===== src/rtl/ia_packet_ctrl.sv =====
`default_nettype none
// ============================================================================
// ia_packet_ctrl - frames UART bytes into checksummed scene packets, commits at vsync
// Revision: 1.0
// ============================================================================
module ia_packet_ctrl #(
    parameter int unsigned  PAYLOAD = 54,
    parameter logic [7:0]   SYNC    = 8'hA5,
    parameter logic [15:0]  TIMEOUT = 16'hFFFF
) (
    input  logic       clk,
    input  logic       reset,
    input  logic [7:0] rx_data,
    input  logic       rx_done,
    input  logic       vsync,
    output logic [5:0] idx,
    output logic       update_reg,
    output logic       pc_ready,
    output logic       busy,
    output logic [3:0] err_cnt
);

    typedef enum logic [1:0] {
        HUNT  = 2'd0,
        LOAD  = 2'd1,
        CHECK = 2'd2,
        PEND  = 2'd3
    } state_t;

    localparam logic [5:0] LAST_IDX = 6'(PAYLOAD - 1);

    state_t      state, state_nx;
    logic [5:0]  cnt, cnt_nx;
    logic [7:0]  acc, acc_nx;
    logic [15:0] idle, idle_nx;
    logic [5:0]  idx_nx;
    logic        update_nx;
    logic        ready_nx;
    logic        err_inc;
    logic [3:0]  err_nx;
    logic        vsync_q;
    logic        vsync_fall;
    logic        timed_out;

    assign vsync_fall = vsync_q & ~vsync;
    // A byte arriving on the terminal-count cycle takes priority over the timeout.
    assign timed_out  = ~rx_done && (idle == TIMEOUT);

    always_comb begin
        state_nx  = state;
        cnt_nx    = cnt;
        acc_nx    = acc;
        idle_nx   = idle;
        idx_nx    = idx;
        update_nx = 1'b0;
        ready_nx  = 1'b0;
        err_inc   = 1'b0;

        case (state)
            HUNT: begin
                if (rx_done && (rx_data == SYNC)) begin
                    cnt_nx   = 6'd0;
                    acc_nx   = 8'd0;
                    idle_nx  = 16'd0;
                    state_nx = LOAD;
                end
            end
            LOAD, CHECK: begin
                if (rx_done) begin
                    idle_nx = 16'd0;
                    if (state == LOAD) begin
                        idx_nx    = cnt;
                        update_nx = 1'b1;
                        acc_nx    = acc ^ rx_data;
                        cnt_nx    = cnt + 6'd1;
                        if (cnt == LAST_IDX) begin
                            state_nx = CHECK;
                        end
                    end else if (rx_data == acc) begin
                        state_nx = PEND;
                    end else begin
                        err_inc  = 1'b1;
                        state_nx = HUNT;
                    end
                end else if (timed_out) begin
                    err_inc  = 1'b1;
                    state_nx = HUNT;
                end else if (idle != 16'hFFFF) begin
                    idle_nx = idle + 16'd1;
                end
            end
            PEND: begin
                if (vsync_fall) begin
                    ready_nx = 1'b1;
                    state_nx = HUNT;
                end
            end
            default: state_nx = HUNT;
        endcase

        err_nx = (err_inc && (err_cnt != 4'hF)) ? err_cnt + 4'd1 : err_cnt;
    end

    always_ff @(posedge clk) begin
        if (reset) begin
            state      <= HUNT;
            cnt        <= 6'd0;
            acc        <= 8'd0;
            idle       <= 16'd0;
            vsync_q    <= 1'b1;
            idx        <= 6'd0;
            update_reg <= 1'b0;
            pc_ready   <= 1'b0;
            busy       <= 1'b0;
            err_cnt    <= 4'd0;
        end else begin
            state      <= state_nx;
            cnt        <= cnt_nx;
            acc        <= acc_nx;
            idle       <= idle_nx;
            vsync_q    <= vsync;
            idx        <= idx_nx;
            update_reg <= update_nx;
            pc_ready   <= ready_nx;
            busy       <= (state_nx != HUNT);
            err_cnt    <= err_nx;
        end
    end

endmodule
`default_nettype wire


===== config.mk =====
export PLATFORM = sky130hd
export DESIGN_NAME = ia_packet_ctrl
export DESIGN_NICKNAME = d
export VERILOG_FILES = /design/src/rtl/ia_packet_ctrl.sv
export SDC_FILE = /design/constraint.sdc
export NUM_CORES = 1
export LEC_CHECK = 0
export BUFFER_PORTS_ARGS = -buffer_cell sky130_fd_sc_hd__buf_2
export CAP_MARGIN = 20
export CELL_PAD_IN_SITES_DETAIL_PLACEMENT = 0
export CELL_PAD_IN_SITES_GLOBAL_PLACEMENT = 2
export CORE_ASPECT_RATIO = 0.5
export CORE_MARGIN = 4
export CORE_UTILIZATION = 38
export DETAILED_ROUTE_END_ITERATION = 8
export PLACE_DENSITY_LB_ADDON = 0.1
export SYNTH_ARGS = -nofsm -noshare
export SYNTH_HDL_FRONTEND = slang
export SYNTH_SLANG_ARGS = --single-unit

===== constraint.sdc =====
create_clock -name clk -period 4.61 [get_ports clk]
set_input_delay 0.922 -clock clk [delete_from_list [all_inputs] [get_ports clk]]
set_output_delay 0.922 -clock clk [all_outputs]
set_load 0.02 [all_outputs]

==> results.cfg <==
[run_status]
status = completed

[synthesis]
syn_area_per_cell_um2 = 8.28
synth-seq-area-share_pct = 37.4
yosysUniqueCellTypes = 51
synth_ff_type = dfxtp_1
synthAdderAreaFrac_pct = 3.56
postSynth.asyncResetShare_pct = 0
syn_area_um2 = 2460
syn-num-nets = 316
synth-edff-count = 0
yosys_warnings = 0
synth_top_family_by_area = simple AND/OR/NAND/NOR gates
netlist_instances = 297
yosys.area_share.simple_pct = 27.4
synth_xor_area_share_pct = 7.12
synth_compound_area_share_pct = 18.3
synthMuxAreaShare_pct = 2.54
ys_seq_elements = 46

[sta]
tns_ps = 0
relSlewSlack_pct = 35.8
rsz0062_at_grt = false
setup_viol = 0
tightest_slew_ps = 959
period_share_pct = 61.8
hold_viol = 0
slew_viol_final = 0
timing.fmax_ghz = 0.351
timing.hold.ws_ps = 448
layout_min_cycle_time_ps = 2850
fin_skew_ps = 2.41

[setup_path]
reg2reg_slack_ps = 1910
cp.arrival_ps = 3060
cp_cell_sequence = buf_2 > or3b_1 > o41a_1 > a211o_1 > or3_1 > a21oi_1
r2r-start = state[0]
start_kind = input pin
worstRegToRegCells = 7
rr_endpoint = acc[4]
slowest_delay_ps = 650
required_ps = 4820
path_class = input pin to register
cp.buffers_inverters = 1
crit_path_max_fanout = 21
cp_top_family = compound AO/OA/AOI/OAI gates
cp-end-kind = register
critPathSlowestCell = o41a_1

[cells_and_area]
layoutNonFillerInstCount = 406
layout_commonest_cell = dfxtp_1
largest_reg_flops = 16
final_core_util_pct = 45.1
top_regs = idle: 16 flops, acc: 8 flops
layout-drive-gt1-share_pct = 13.2
layout_common_cells = dfxtp_1, a21oi_1, nand2_1
regMostFlops = idle
final_nets = 336
areaGrowthSynthToFinish_pct = 13.3
n_antenna_cell = 0
fill_cells = 630

[detailed_routing]
vias = 2141
firstDrtPassIters = 5
drtIter0Drc = 99
drt.antenna.violating_nets = 0
wl_per_cell_um = 14.5
via_per_inst = 5.27
wl_um = 5880
route.detailed.drc = 0

[floorplan]
coreArea_um2 = 6180
core.rowCount = 20
ioPinCount = 25
fp.dieW_um = 122
dieArea_um2 = 7900
die_h_um = 64.9
initial_utilization_pct = 39.8

[global_route]
grt.total_usage_pct = 16.1
grt.overflow.total = 0
grt_max_degree = 32
antenna_found_initial = 0
grt_pass1_wl_um = 10100
grt_pass1_vias = 2083

[clock_network]
clock_sinks = 46
numCtsBuffers = 5
tritoncts = yes
cts_buffer_depth = 2
cts_resized = 0
post_cts_buffers = 0
holdBufCountCts = 0
clock-root-buffer = clkbuf_16
htreeDepth = 2
clkTransAtPathRegs_ps = 60
clkLatencyLatePin_ps = 290

[placed_design]
placedCellCount = 398
dp_hpwl_um = 4260
numPortBuffers = 24
gp_congestion = 0.796

[min_path]
min_from = vsync_q
hp-class = register to register
holdPathStages = 2
min_to = pc_ready

[run]
cap_violations = 0

[pwr]
vdd_drop_max_mv = 0.116
powerDensity_nw_per_um2 = 299
p_leak_nw = 0.916
==> metrics by stage <==
| step | setup slack, ps | power (mW) | area [um^2] |
|---|---|---|---|
| detailed placement | 1450 | 0.479 | 2640 |
| finish | 1760 | 0.833 | 2790 |
| CTS | 1760 | 0.846 | 2790 |
| floorplan | 2100 | 0.456 | 2460 |
| global placement | 1540 | 0.478 | 2640 |
| global route | 1620 | 0.865 | 2790 |
==> final cells by class <==
class	instances	area, um^2	share of cell area (%)
clock buffers	7	143	5.12
clock inverters	1	5.00	0.180
inverters	11	41.3	1.48
multi-input cells	229	1450	51.9
flip-flops and latches	46	921	33.0
well taps	88	110	3.95
repair buffers	24	120	4.31
==> Yosys cell counts, drive strengths merged, types with 2 or more instances <==
| master | instances | area, um^2 |
|---|---|---|
| or3 | 5 | 31.3 |
| a21oi | 33 | 165 |
| or4 | 2 | 15.0 |
| o21ai | 19 | 95.1 |
| mux2i | 4 | 40.0 |
| nor4b | 3 | 32.5 |
| o211ai | 3 | 22.5 |
| nor2 | 24 | 90.1 |
| a2111oi | 2 | 36.3 |
| nand2b | 7 | 43.8 |
| or4b | 2 | 20.0 |
| o41a | 2 | 22.5 |
| ha | 7 | 87.6 |
| nand4 | 7 | 43.8 |
| nand3b | 8 | 60.1 |
| mux2 | 2 | 22.5 |
| a211oi | 3 | 22.5 |
| nor3 | 9 | 55.1 |
| buf | 3 | 20.0 |
| dfxtp | 46 | 921 |
| nand2 | 29 | 109 |
| or2 | 2 | 12.5 |
| xnor2 | 19 | 166 |
| nand3 | 12 | 60.1 |
| inv | 10 | 37.5 |
| nor2b | 2 | 12.5 |
| nand4b | 2 | 17.5 |
| clkbuf | 8 | 30.0 |
| nor4 | 5 | 31.3 |
| nor3b | 2 | 15.0 |
==> metal layers <==
metal,track usage (%),routed length (um),vias to the layer above
met3,5.32,255,4
li1,-,-,1105
met4,4.75,34,0
met1,21.1,2990,1003
met5,0,0,-
met2,25.4,2600,29
==> worst reg2reg max path: stages, from the launching register on <==
cell	delay, ps
dfxtp_1	380
inv_1	110
ha_1	450
nand2b_1	240
o41a_1	760
nor2_1	360
nand3b_1	190
a21oi_1	80
==> power breakdown <==
group | switching (mW) | total (mW) | internal [mW]
sequential | 0.00188 | 0.402 | 0.400
clock | 0.149 | 0.364 | 0.215
combinational | 0.0466 | 0.0675 | 0.0209
==> kinds of logic (layout without fill, tap and decap cells) <==
family	Yosys count	after routing
and+or+nand+nor	124	124
DFF	46	46
adders and majority gates	7	7
xor gates and xnor gates	20	20
muxes	6	6
buffers and inverters	22	43
AOI/OAI and AO/OA	72	72
==> worst max-delay path by stage <==
stage / from / to / cells past startpoint
final: rx_data[6] / idle[9] / 6
after global routing: rx_data[6] / acc[4] / 6
after CTS: rx_data[6] / idle[9] / 6
after detailed placement: rx_data[6] / idle[9] / 6
after global placement: rx_data[6] / idle[5] / 6
after floorplan: rx_data[6] / acc[7] / 5
No activity file was read; power rests on OpenSTA's default activity.
